==> src/rtl/adder_input_sequencer.sv <==
// ---------------------------------------------------------------------------
// adder_input_sequencer
//
// Sequential front/back end for a combinational WIDTH-bit ripple adder.
// Two operands are captured from slide switches on successive presses of a
// load button and driven onto the adder inputs. One cycle later the adder's
// sum and carry-out are sampled into a registered result for display.
//
// Ports:
//   clk          system clock
//   resetn       asynchronous, active-low reset
//   sw           operand value from slide switches (quasi-static)
//   btn_load     raw asynchronous load button, active-high
//   btn_clear    raw asynchronous clear button, active-high
//   add_x        operand A to adder X input (registered)
//   add_y        operand B to adder Y input (registered)
//   add_s        adder sum
//   add_cout     adder carry-out
//   result       registered {carry, sum}
//   result_valid high while result holds a completed sum
//   state        FSM state encoding, for LEDs
//   ops_count    number of completed additions (wraps silently)
// ---------------------------------------------------------------------------
module adder_input_sequencer #(
  parameter int WIDTH       = 4,
  parameter int SYNC_STAGES = 2,
  parameter int CNT_WIDTH   = 8
) (
  input  logic                 clk,
  input  logic                 resetn,
  input  logic [WIDTH-1:0]     sw,
  input  logic                 btn_load,
  input  logic                 btn_clear,
  output logic [WIDTH-1:0]     add_x,
  output logic [WIDTH-1:0]     add_y,
  input  logic [WIDTH-1:0]     add_s,
  input  logic                 add_cout,
  output logic [WIDTH:0]       result,
  output logic                 result_valid,
  output logic [1:0]           state,
  output logic [CNT_WIDTH-1:0] ops_count
);

  typedef enum logic [1:0] {
    S_A    = 2'b00,
    S_B    = 2'b01,
    S_SUM  = 2'b10,
    S_SHOW = 2'b11
  } state_e;

  // -------------------------------------------------------------------------
  // Button conditioning: synchronizer chain, then a registered rising-edge
  // detector so each press yields exactly one 1-cycle pulse.
  // -------------------------------------------------------------------------
  logic [SYNC_STAGES-1:0] load_sync_q, load_sync_d;
  logic [SYNC_STAGES-1:0] clear_sync_q, clear_sync_d;
  logic                   load_prev_q, load_prev_d;
  logic                   clear_prev_q, clear_prev_d;
  logic                   load_p_q, load_p_d;
  logic                   clear_p_q, clear_p_d;

  always_comb begin
    load_sync_d  = {load_sync_q[SYNC_STAGES-2:0], btn_load};
    clear_sync_d = {clear_sync_q[SYNC_STAGES-2:0], btn_clear};
    load_prev_d  = load_sync_q[SYNC_STAGES-1];
    clear_prev_d = clear_sync_q[SYNC_STAGES-1];
    load_p_d     = load_sync_q[SYNC_STAGES-1] & ~load_prev_q;
    clear_p_d    = clear_sync_q[SYNC_STAGES-1] & ~clear_prev_q;
  end

  // -------------------------------------------------------------------------
  // Operand / result datapath and control FSM
  // -------------------------------------------------------------------------
  state_e               state_q, state_d;
  logic [WIDTH-1:0]     add_x_q, add_x_d;
  logic [WIDTH-1:0]     add_y_q, add_y_d;
  logic [WIDTH:0]       result_q, result_d;
  logic                 result_valid_q, result_valid_d;
  logic [CNT_WIDTH-1:0] ops_count_q, ops_count_d;

  always_comb begin
    // NOTE: every _d starts as its current _q so paths that do not assign
    // it hold state instead of inferring a latch.
    state_d        = state_q;
    add_x_d        = add_x_q;
    add_y_d        = add_y_q;
    result_d       = result_q;
    result_valid_d = result_valid_q;
    ops_count_d    = ops_count_q;

    if (clear_p_q) begin
      // Clear has priority over a coincident load; the counter survives.
      state_d        = S_A;
      add_x_d        = '0;
      add_y_d        = '0;
      result_d       = '0;
      result_valid_d = 1'b0;
    end else begin
      unique case (state_q)
        S_A: begin
          if (load_p_q) begin
            add_x_d = sw;
            state_d = S_B;
          end
        end
        S_B: begin
          if (load_p_q) begin
            add_y_d = sw;
            state_d = S_SUM;
          end
        end
        S_SUM: begin
          // Operands have been stable on the adder for a full cycle here.
          // A load pulse in this state is dropped.
          result_d       = {add_cout, add_s};
          result_valid_d = 1'b1;
          ops_count_d    = ops_count_q + CNT_WIDTH'(1);
          state_d        = S_SHOW;
        end
        S_SHOW: begin
          if (load_p_q) begin
            add_x_d        = sw;
            result_valid_d = 1'b0;
            state_d        = S_B;
          end
        end
      endcase
    end
  end

  // NOTE: all state is updated with non-blocking assignments so every flop
  // samples pre-edge values regardless of statement order.
  always_ff @(posedge clk or negedge resetn) begin
    if (!resetn) begin
      load_sync_q    <= '0;
      clear_sync_q   <= '0;
      load_prev_q    <= 1'b0;
      clear_prev_q   <= 1'b0;
      load_p_q       <= 1'b0;
      clear_p_q      <= 1'b0;
      state_q        <= S_A;
      add_x_q        <= '0;
      add_y_q        <= '0;
      result_q       <= '0;
      result_valid_q <= 1'b0;
      ops_count_q    <= '0;
    end else begin
      load_sync_q    <= load_sync_d;
      clear_sync_q   <= clear_sync_d;
      load_prev_q    <= load_prev_d;
      clear_prev_q   <= clear_prev_d;
      load_p_q       <= load_p_d;
      clear_p_q      <= clear_p_d;
      state_q        <= state_d;
      add_x_q        <= add_x_d;
      add_y_q        <= add_y_d;
      result_q       <= result_d;
      result_valid_q <= result_valid_d;
      ops_count_q    <= ops_count_d;
    end
  end

  assign add_x        = add_x_q;
  assign add_y        = add_y_q;
  assign result       = result_q;
  assign result_valid = result_valid_q;
  assign state        = state_q;
  assign ops_count    = ops_count_q;

endmodule

==> config.mk <==
export PLATFORM = sky130hd
export DESIGN_NAME = adder_input_sequencer
export DESIGN_NICKNAME = d
export VERILOG_FILES = /design/src/rtl/adder_input_sequencer.sv
export SDC_FILE = /design/constraint.sdc
export NUM_CORES = 1
export LEC_CHECK = 0
export BUFFER_PORTS_ARGS = -buffer_cell sky130_fd_sc_hd__buf_4
export CORE_MARGIN = 5
export CORE_UTILIZATION = 30
export DETAILED_ROUTE_END_ITERATION = 8
export GPL_TIMING_DRIVEN = 0
export PLACE_DENSITY = 0.55
export SYNTH_ARGS = -nofsm -noshare
export SYNTH_HDL_FRONTEND = slang
export SYNTH_SLANG_ARGS = --single-unit
==> constraint.sdc <==
create_clock -name clk -period 2.6 [get_ports clk]
set_input_delay 0.13 -clock clk [delete_from_list [all_inputs] [get_ports clk]]
set_output_delay 0.13 -clock clk [all_outputs]
set_load 0.01 [all_outputs]
==> results of run 1 <==
-- per-layer routing --
| layer | up-vias | track usage [%] |
|---|---|---|
| met4 | 0 | 2.96 |
| met1 | 447 | 12.7 |
| li1 | 452 | - |
| met2 | 25 | 15.4 |
| met3 | 2 | 4.14 |
| met5 | - | 0 |
-- metrics by stage --
| step | instances | power (W) | util (%) |
|---|---|---|---|
| after floorplan | 108 | 0.00111 | - |
| after global placement | 194 | 0.00141 | 39.5 |
| after detailed placement | 194 | 0.00142 | 39.5 |
| after CTS | 205 | 0.00182 | 42.5 |
| after global routing | 205 | 0.00192 | 42.5 |
| final | 205 | 0.00179 | 42.5 |
-- how the worst max path moves through the flow --
| stage | startpoint | endpoint | slack [ns] |
|---|---|---|---|
| after floorplan | state[0] | ops_count[1] | 1.17 |
| after global placement | state[0] | ops_count[1] | 1.13 |
| after detailed placement | state[0] | ops_count[1] | 1.11 |
| after CTS | state[0] | ops_count[1] | 1.09 |
| after global routing | state[0] | ops_count[7] | 1.00 |
| final | state[0] | ops_count[1] | 1.09 |
-- power groups by stage --
stage	Clock, W	Sequential (W)	Combinational, W
final	0.000385	0.000755	0.000654
after global routing	0.000417	0.000775	0.000726
after CTS	0.000399	0.000755	0.000668
after detailed placement	0	0.000760	0.000661
after global placement	0	0.000757	0.000649
after floorplan	0	0.000803	0.000306
-- registers in the layout, indices dropped and copies added, names as in the netlist --
register	flops
load_sync_q	2
result	5
clear_sync_q	2
clear_p_q	1
state	2
ops_count	8
load_p_q	1
add_y	4
result_valid	1
add_x	4
load_prev_q	1
clear_prev_q	1
-- kinds of logic (layout without fill, tap and decap cells) --
group                      after synthesis  after routing  share of synthesized area (%)
AOI/OAI and AO/OA                       13             13                           5.52
adders and majority gates                4              4                           3.94
buffers and inverters                    7             54                           3.06
muxes                                    6              6                           4.83
DFF                                     32             32                           63.1
and+or+nand+nor                         39             39                           14.7
xor gates and xnor gates                 7              7                           4.83
-- cell usage after synthesis --
cell type / number
dfrtp_1: 32
nand2_1: 15
a21oi_1: 11
nand3_1: 8
nor2_1: 6
xnor2_1: 6
mux2i_1: 5
ha_1: 4
nand4_1: 4
inv_1: 3
nor2b_1: 3
a21o_1: 2
and2b_1: 1
and3_1: 1
and4b_1: 1
buf_2: 1
buf_4: 1
buf_6: 1
clkbuf_1: 1
mux2_2: 1
xor2_1: 1
-- critical path: stages (launching register included) --
cell	delay (ns)
dfrtp_1	0.43
inv_1	0.08
ha_1	0.15
buf_4	0.17
and2b_1	0.22
mux2_2	0.35
-- layout make-up --
type	instances	area, µm²	share of cell area [%]
plain buffers	4	27.5	1.60
clock buffers	6	82.6	4.79
clock inverters	2	10.0	0.581
inverters	3	11.3	0.653
multi-input cells	69	429	24.9
flip-flops and latches	32	801	46.4
well taps	50	62.6	3.63
repair buffers	39	300	17.4
==> results.cfg, run 1 <==
[run_status]
status = finished clean

[place]
placed_cell_area_um2 = 1600
preCtsSetupSlack_ns = 1.11
place_congestion = 0.732
port_buffers = 36
post-dp-hpwl_mm = 1.88

[critical_path]
r2r_end = ops_count[1]
worstSetupEndpointType = flip-flop
worst-setup-path-type = reg -> reg
ff2ff_path_depth = 5
crit_fanout = 8
required_ns = 2.76
rrSetupSlack_ns = 1.09
cp.arrival_ns = 1.67
start_kind = flip-flop
r2r_start = state[0]

[timing]
final.setup_skew_ns = 0.00874
holdWs_ns = 0.102
finalCritPeriodShare_pct = 58.0
period_minus_slack_ns = 1.51
fmax_mhz = 663
rsz0062_at_grt = no
worst-slew-pin-transition_ns = 0.501
hold_viol_final = 0
slew_viol_final = 0
slew_headroom_pct = 66.6
setup_violations = 0
worst_slack_ns = 1.09
fin_tns_setup_ns = 0

[floorplan]
design.core.area_um2 = 4060
placementRows = 23
fp.dieH_um = 75.0
fp.dieW_um = 75.0
start_util_pct = 31.3
io_pins = 37
die_area_um2 = 5630

[power]
p_per_area_nw_per_um2 = 1040
internal-power_w = 0.00119
p_leak_nw = 0.851
clkPwrFrac_pct = 21.5
pwr-share-seq_pct = 42.1
pwr-share-comb_pct = 36.5
p_sw_w = 0.000608
p_sw_share_pct = 33.9
peakVddDrop_v = 0.000415

[clocking]
cts_tree = yes
clock_path_buffers = 2
cts_max_level = 2
ctsHoldBuffers = 3
clk_pin_slew_ns = 0.06
cts_root_buffer = clkbuf_8
clock-sinks = 32
insertion_delay_ns = 0.28
cts_buffers = 5
post_cts_buffers = 0
ctsResizeCount = 0

[drt]
via_per_inst = 4.52
wl_met3_um = 159
dr.pass1.iters = 4
drt_iter0_markers = 75
wire_per_inst_um = 12.7
highest_layer = met4
wl_met1_mm = 1.20
drc_errors = 0
ant_nets = 0
drt_wl_total_mm = 2.61
vias = 926
met2_length_mm = 1.24

[synthesis]
avgSynthCellArea_um2 = 11.7
yosysWarnings = 0
yosys-top-cells-area = dfrtp_1, nand2_1, a21oi_1
synth_top_area_share_pct = 63.1
synthCells = 108
syn_nets = 125
netlist_area_um2 = 1270
synth_cell_types = 21
yosys_register_bits = 32
synth-seq-area-share_pct = 63.1
yosysTopAreaCell = dfrtp_1

[cells_and_area]
drive_gt1_share_pct = 31.0
layout.nets = 171
antenna_cells = 0
finish.instance_area_um2 = 1720
syn2layout_area_growth_pct = 35.9
final_common_cell = buf_4
n_fill_cell = 394
layout_common_cells = buf_4, dfrtp_1, nand2_1

[hold_path]
hold_path_class = in -> reg
hp-start = add_s[0]
hold_end = result[0]
hold_depth = 3

[global_route]
overflow = 0
grt_max_degree = 33
grt_usage_pct = 9.92
antenna_found_initial = 0
grt_pass1_vias = 917
grt_first_pass_wirelength_mm = 4.22

[flow_run]
cap_violations = 0
Note: power is estimated with default switching activity, not from simulation.
==> run 2, diff against run 1 <==
--- a/config.mk
+++ b/config.mk
@@ -5,12 +5,13 @@
 export SDC_FILE = /design/constraint.sdc
 export NUM_CORES = 1
 export LEC_CHECK = 0
+export ABC_AREA = 1
 export BUFFER_PORTS_ARGS = -buffer_cell sky130_fd_sc_hd__buf_4
 export CORE_MARGIN = 5
 export CORE_UTILIZATION = 30
 export DETAILED_ROUTE_END_ITERATION = 8
 export GPL_TIMING_DRIVEN = 0
-export PLACE_DENSITY = 0.55
+export PLACE_DENSITY = 0.54
 export SYNTH_ARGS = -nofsm -noshare
 export SYNTH_HDL_FRONTEND = slang
 export SYNTH_SLANG_ARGS = --single-unit
==> constraint.sdc (replaced) <==
create_clock -name clk -period 1.4 [get_ports clk]
set_input_delay 0.07 -clock clk [delete_from_list [all_inputs] [get_ports clk]]
set_output_delay 0.07 -clock clk [all_outputs]
set_load 0.01 [all_outputs]
==> run 2 against run 1 <==
Register-to-register slack got worse by 1.0 ns. Maximum frequency rose by 15%. Area after synthesis rose by 8.9%. Largest power group unchanged. Die area rose by 7.7%. Combinational power rose by 59%. Global-route usage rose by 0.89 points. Critical endpoint is now result[3]. Highest routed layer unchanged. Critical path type unchanged.
==> results.cfg, run 2 <==
[run_status]
status = finished clean

[global_route]
antenna_found_initial = 0
overflow = 0
grt_first_pass_wirelength_mm = 5.11
grt_max_degree = 33
grt_pass1_vias = 1162
grt_usage_pct = 10.8

[floorplan]
fp.dieH_um = 77.9
fp.dieW_um = 77.9
placementRows = 24
io_pins = 37
die_area_um2 = 6060
start_util_pct = 31.3
design.core.area_um2 = 4410

[clocking]
cts_buffers = 5
cts_max_level = 2
cts_tree = yes
cts_root_buffer = clkbuf_8
insertion_delay_ns = 0.29
clock_path_buffers = 2
clock-sinks = 32
clk_pin_slew_ns = 0.06

[synthesis]
yosysMostFrequentCell = dfrtp_1
syn_nets = 156
yosysWarnings = 0
synthArstFlopShare_pct = 100
synth-seq-area-share_pct = 58.0
synth-edff-count = 0
yosys-top-cells-area = dfrtp_1, inv_1, nand2_1
synth_top_area_share_pct = 58.0
synth_cell_types = 22
yosysTopAreaCell = dfrtp_1
netlist_area_um2 = 1380
avgSynthCellArea_um2 = 9.94
synthCells = 139
dominantRegCellSynth = dfrtp_1
yosys-top-cells-count = dfrtp_1, inv_1, nand2_1
yosys_register_bits = 32

[place]
placed_cells = 227
port_buffers = 36
place_congestion = 0.718
preCtsSetupSlack_ns = -0.0686
post-dp-hpwl_mm = 2.10

[timing]
hold_viol_final = 0
slew_viol_final = 0
finalCritPeriodShare_pct = 93.7
holdWs_ns = 0.0220
fmax_mhz = 762
setup_violations = 0
worst-slew-pin-transition_ns = 0.410
worst_slack_ns = 0.0878
slew_headroom_pct = 72.6
period_minus_slack_ns = 1.31
fin_tns_setup_ns = 0
final.setup_skew_ns = 0.00504
rsz0062_at_grt = yes

[drt]
drt_iter0_markers = 40
drc_errors = 0
drt_wl_total_mm = 2.95
via_per_inst = 4.33
ant_nets = 0
wire_per_inst_um = 12.2
vias = 1044
dr.pass1.iters = 2

[critical_path]
crit_fanout = 6
r2r_start = state[0]
start_kind = flip-flop
worst-setup-path-type = reg -> reg
rrSetupSlack_ns = 0.09
required_ns = 1.60
cp.arrival_ns = 1.52
worstSetupEndpointType = flip-flop
crit_start = state[0]

[cells_and_area]
largest_reg_flops = 8
final_common_cell = buf_4
syn2layout_area_growth_pct = 38.3
layout_common_cells = buf_4, dfrtp_1, inv_1
drive_gt1_share_pct = 31.2
layout.nets = 205
final_core_utilization_pct = 43.3
antenna_cells = 0
stdcell_count = 241

[power]
p_per_area_nw_per_um2 = 1740
peakVddDrop_v = 0.000595
p_leak_nw = 0.997

[hold_path]
hp-start = add_cout
hold_path_class = in -> reg

[flow_run]
cap_violations = 0
-- run 2: changes by cell type in the layout (fill, tap and decap cells not counted), moves of 2 or more --
cell and delta:
a21o_1 -2, mux2i_1 -5, nand4_1 -4, o21ai_0 +12
o21ai_4 +2, a21oi_1 -7, nand2_1 +9, xnor2_1 -4
clkinv_2 -2, nor2_4 +2, inv_1 +27, nor2b_1 -3
-- run 2: logic make-up (layout without fill, tap and decap cells) --
kind of cell | after synthesis | in the layout | synth area share (%)
flops | 32 | 32 | 58.0
compound gates | 20 | 21 | 9.06
mux | 1 | 1 | 1.09
xor+xnor | 4 | 4 | 2.54
buf+inv | 33 | 82 | 10.4
simple gates | 45 | 45 | 15.3
fa+ha+maj | 4 | 4 | 3.62
-- run 2: timing repair --
action	4_1_cts	5_1_grt
buffers inserted	2	0
endpoints found under the hold margin	34	0
resized for setup	3	1
pin swaps	1	2
cloned	0	1
hold buffers	3	0
setup endpoints to repair	6	5
-- run 2: worst max-delay path: stages (launching register included) --
cell and delay, ns:
dfrtp_1 0.36, inv_1 0.07, ha_1 0.21, buf_6 0.14
or2_2 0.31, o21ai_0 0.15
-- run 2: worst paths after layout --
path | endpoint | cells past startpoint
max | result[3] | 5
min | result[4] | 3
max reg2reg | result[3] | 5
min reg2reg | clear_sync_q[1] | 0
max in group asynchronous | ops_count[5] | 2
min in group asynchronous | ops_count[1] | 2
-- run 2: final cells by class --
class	count	area, µm²
clock inverter	1	30.0
clock buffer	7	96.3
inverter	31	116
buffer	2	31.3
tap	52	65.1
timing repair buffer	41	315
fill	430	2500
sequential	32	801
multi-input combinational	75	455
-- run 2: stage by stage --
stage	cell area (µm²)	total power, W
2_1_floorplan	1380	0.00183
3_3_place_gp	1720	0.00227
3_5_place_dp	1720	0.00233
4_1_cts	1900	0.00337
5_1_grt	1910	0.00357
6_report	1910	0.00333
-- run 2: per-layer routing --
metal	wire (µm)	track usage (%)	part of all wire (%)
met1	1250	11.9	42
met2	1400	16.9	47
met3	217	4.17	7.4
met4	81	7.73	2.7
met5	0	0	0
-- run 2: power by group --
part	internal (W)	switching [W]
logic	0.000523	0.000518
clock network	0.000627	0.000335
registers	0.00114	0.000187
total	0.00229	0.00104
==> run 3, diff against run 2 <==
--- a/config.mk
+++ b/config.mk
@@ -12,6 +12,7 @@
 export DETAILED_ROUTE_END_ITERATION = 8
 export GPL_TIMING_DRIVEN = 0
 export PLACE_DENSITY = 0.54
+export RECOVER_POWER = 25
 export SYNTH_ARGS = -nofsm -noshare
 export SYNTH_HDL_FRONTEND = slang
 export SYNTH_SLANG_ARGS = --single-unit
==> run 3 against run 2 <==
Clock skew barely moved. Maximum frequency unchanged. Cell area shrank 0.13%. Count of clock-buffer cells in the layout is the same. Routed wire length shrank 0.10%. Via count did not move. Worst setup slack about the same. First-iteration DRC count is the same. Clock power is essentially flat. Sequential share of layout area grew 0.055 points. Global-route usage unchanged.
==> results.cfg, run 3 (synthesis results as in run 2) <==
[run_status]
status = finished clean

[global_route]
grt_usage_pct = 10.8
antenna_found_initial = 0
overflow = 0
grt_first_pass_wirelength_mm = 5.11
grt_max_degree = 33
grt_pass1_vias = 1162

[power]
peakVddDrop_v = 0.000595
p_per_area_nw_per_um2 = 1740
p_total_w = 0.00333
p_leak_nw = 0.996

[clocking]
clock-sinks = 32
clock_path_buffers = 2
clk_pin_slew_ns = 0.06
cts_buffers = 5
cts_root_buffer = clkbuf_8
insertion_delay_ns = 0.29
cts_tree = yes
cts_max_level = 2

[drt]
vias = 1044
highest_layer = met4
via_per_inst = 4.33
wl_met3_um = 217
wire_per_inst_um = 12.2
drc_errors = 0
met2_length_mm = 1.40
ant_nets = 0
drt_wl_total_mm = 2.95
wl_met1_mm = 1.25
dr.pass1.iters = 2
drt_iter0_markers = 40

[critical_path]
r2r_end = result[3]
ff2ff_path_depth = 5
r2r_start = state[0]
rrSetupSlack_ns = 0.09
cp.arrival_ns = 1.52
required_ns = 1.60
start_kind = flip-flop
crit_fanout = 6
worst-setup-path-type = reg -> reg
worstSetupEndpointType = flip-flop

[cells_and_area]
drive_gt1_share_pct = 31.2
layout.nets = 205
antenna_cells = 0
syn2layout_area_growth_pct = 38.1
layout_common_cells = buf_4, dfrtp_1, inv_1
final_common_cell = buf_4
n_fill_cell = 429
largest_reg_flops = 8

[floorplan]
fp.dieH_um = 77.9
die_area_um2 = 6060
placementRows = 24
start_util_pct = 31.3
fp.dieW_um = 77.9
design.core.area_um2 = 4410
io_pins = 37

[timing]
worst-slew-pin-transition_ns = 0.795
slew_headroom_pct = 47.0
rsz0062_at_grt = yes
hold_viol_final = 0
holdWs_ns = 0.0220
worst_slack_ns = 0.0878
final.setup_skew_ns = 0.00516
slew_viol_final = 0
setup_violations = 0
fmax_mhz = 762
period_minus_slack_ns = 1.31
finalCritPeriodShare_pct = 93.7

[hold_path]
hold_path_class = in -> reg
hold_depth = 3
hold_end = result[4]
hp-start = add_cout

[place]
place_congestion = 0.718
post-dp-hpwl_mm = 2.10
port_buffers = 36
preCtsSetupSlack_ns = -0.0686

[flow_run]
cap_violations = 0
## run 3: layout make-up
cell class | instances | area, µm² | area share [%]
Sequential cell | 32 | 801 | 42.0
Multi-Input combinational cell | 75 | 455 | 23.9
Timing Repair Buffer | 41 | 313 | 16.4
Inverter | 31 | 116 | 6.10
Clock buffer | 7 | 96.3 | 5.05
Tap cell | 52 | 65.1 | 3.41
Buffer | 2 | 31.3 | 1.64
Clock inverter | 1 | 30.0 | 1.57
## run 3: routing by layer
layer | vias up | track usage (%)
met4 | 0 | 7.73
met2 | 31 | 16.9
li1 | 521 | -
met5 | - | 0
met1 | 484 | 11.9
met3 | 8 | 4.17
## run 3: metrics by stage
stage                     std cells  utilization, %  area, µm²  TNS [ns]
after global placement          227            38.9       1720   -0.0207
after floorplan                 139               -       1380         0
after global routing            241            43.2       1910   -0.0186
final                           241            43.2       1910         0
after detailed placement        227            38.9       1720    -0.199
after CTS                       240            43.0       1900         0
## run 3: timing repair
action	4_1_cts	5_1_grt
gates resized for setup	3	1
setup endpoints to repair	6	5
buffers inserted	2	0
pin swaps	1	2
hold endpoints to repair	34	0
hold buffers	3	0
cloned	0	1
## run 3: critical path, cell delays in order, from the launching register on
cell and delay [ns]:
dfrtp_1 0.36, inv_1 0.07, ha_1 0.21, buf_6 0.14
or2_2 0.31, o21ai_0 0.15
## run 3: worst max-delay path by stage
stage	start	cells past startpoint	to	slack (ns)
2_1_floorplan	state[0]	8	ops_count[7]	0.05
6_report	state[0]	5	result[3]	0.09
5_1_grt	state[0]	5	result[3]	-0.01
4_1_cts	state[0]	8	ops_count[7]	0.03
3_3_place_gp	state[0]	8	ops_count[7]	-0.02
3_5_place_dp	state[0]	8	ops_count[7]	-0.07
## run 3: where the power goes
| part | internal [W] | switching [W] | total (W) |
|---|---|---|---|
| Clock | 0.000627 | 0.000334 | 0.000962 |
| Combinational | 0.000522 | 0.000518 | 0.00104 |
| Sequential | 0.00114 | 0.000187 | 0.00133 |
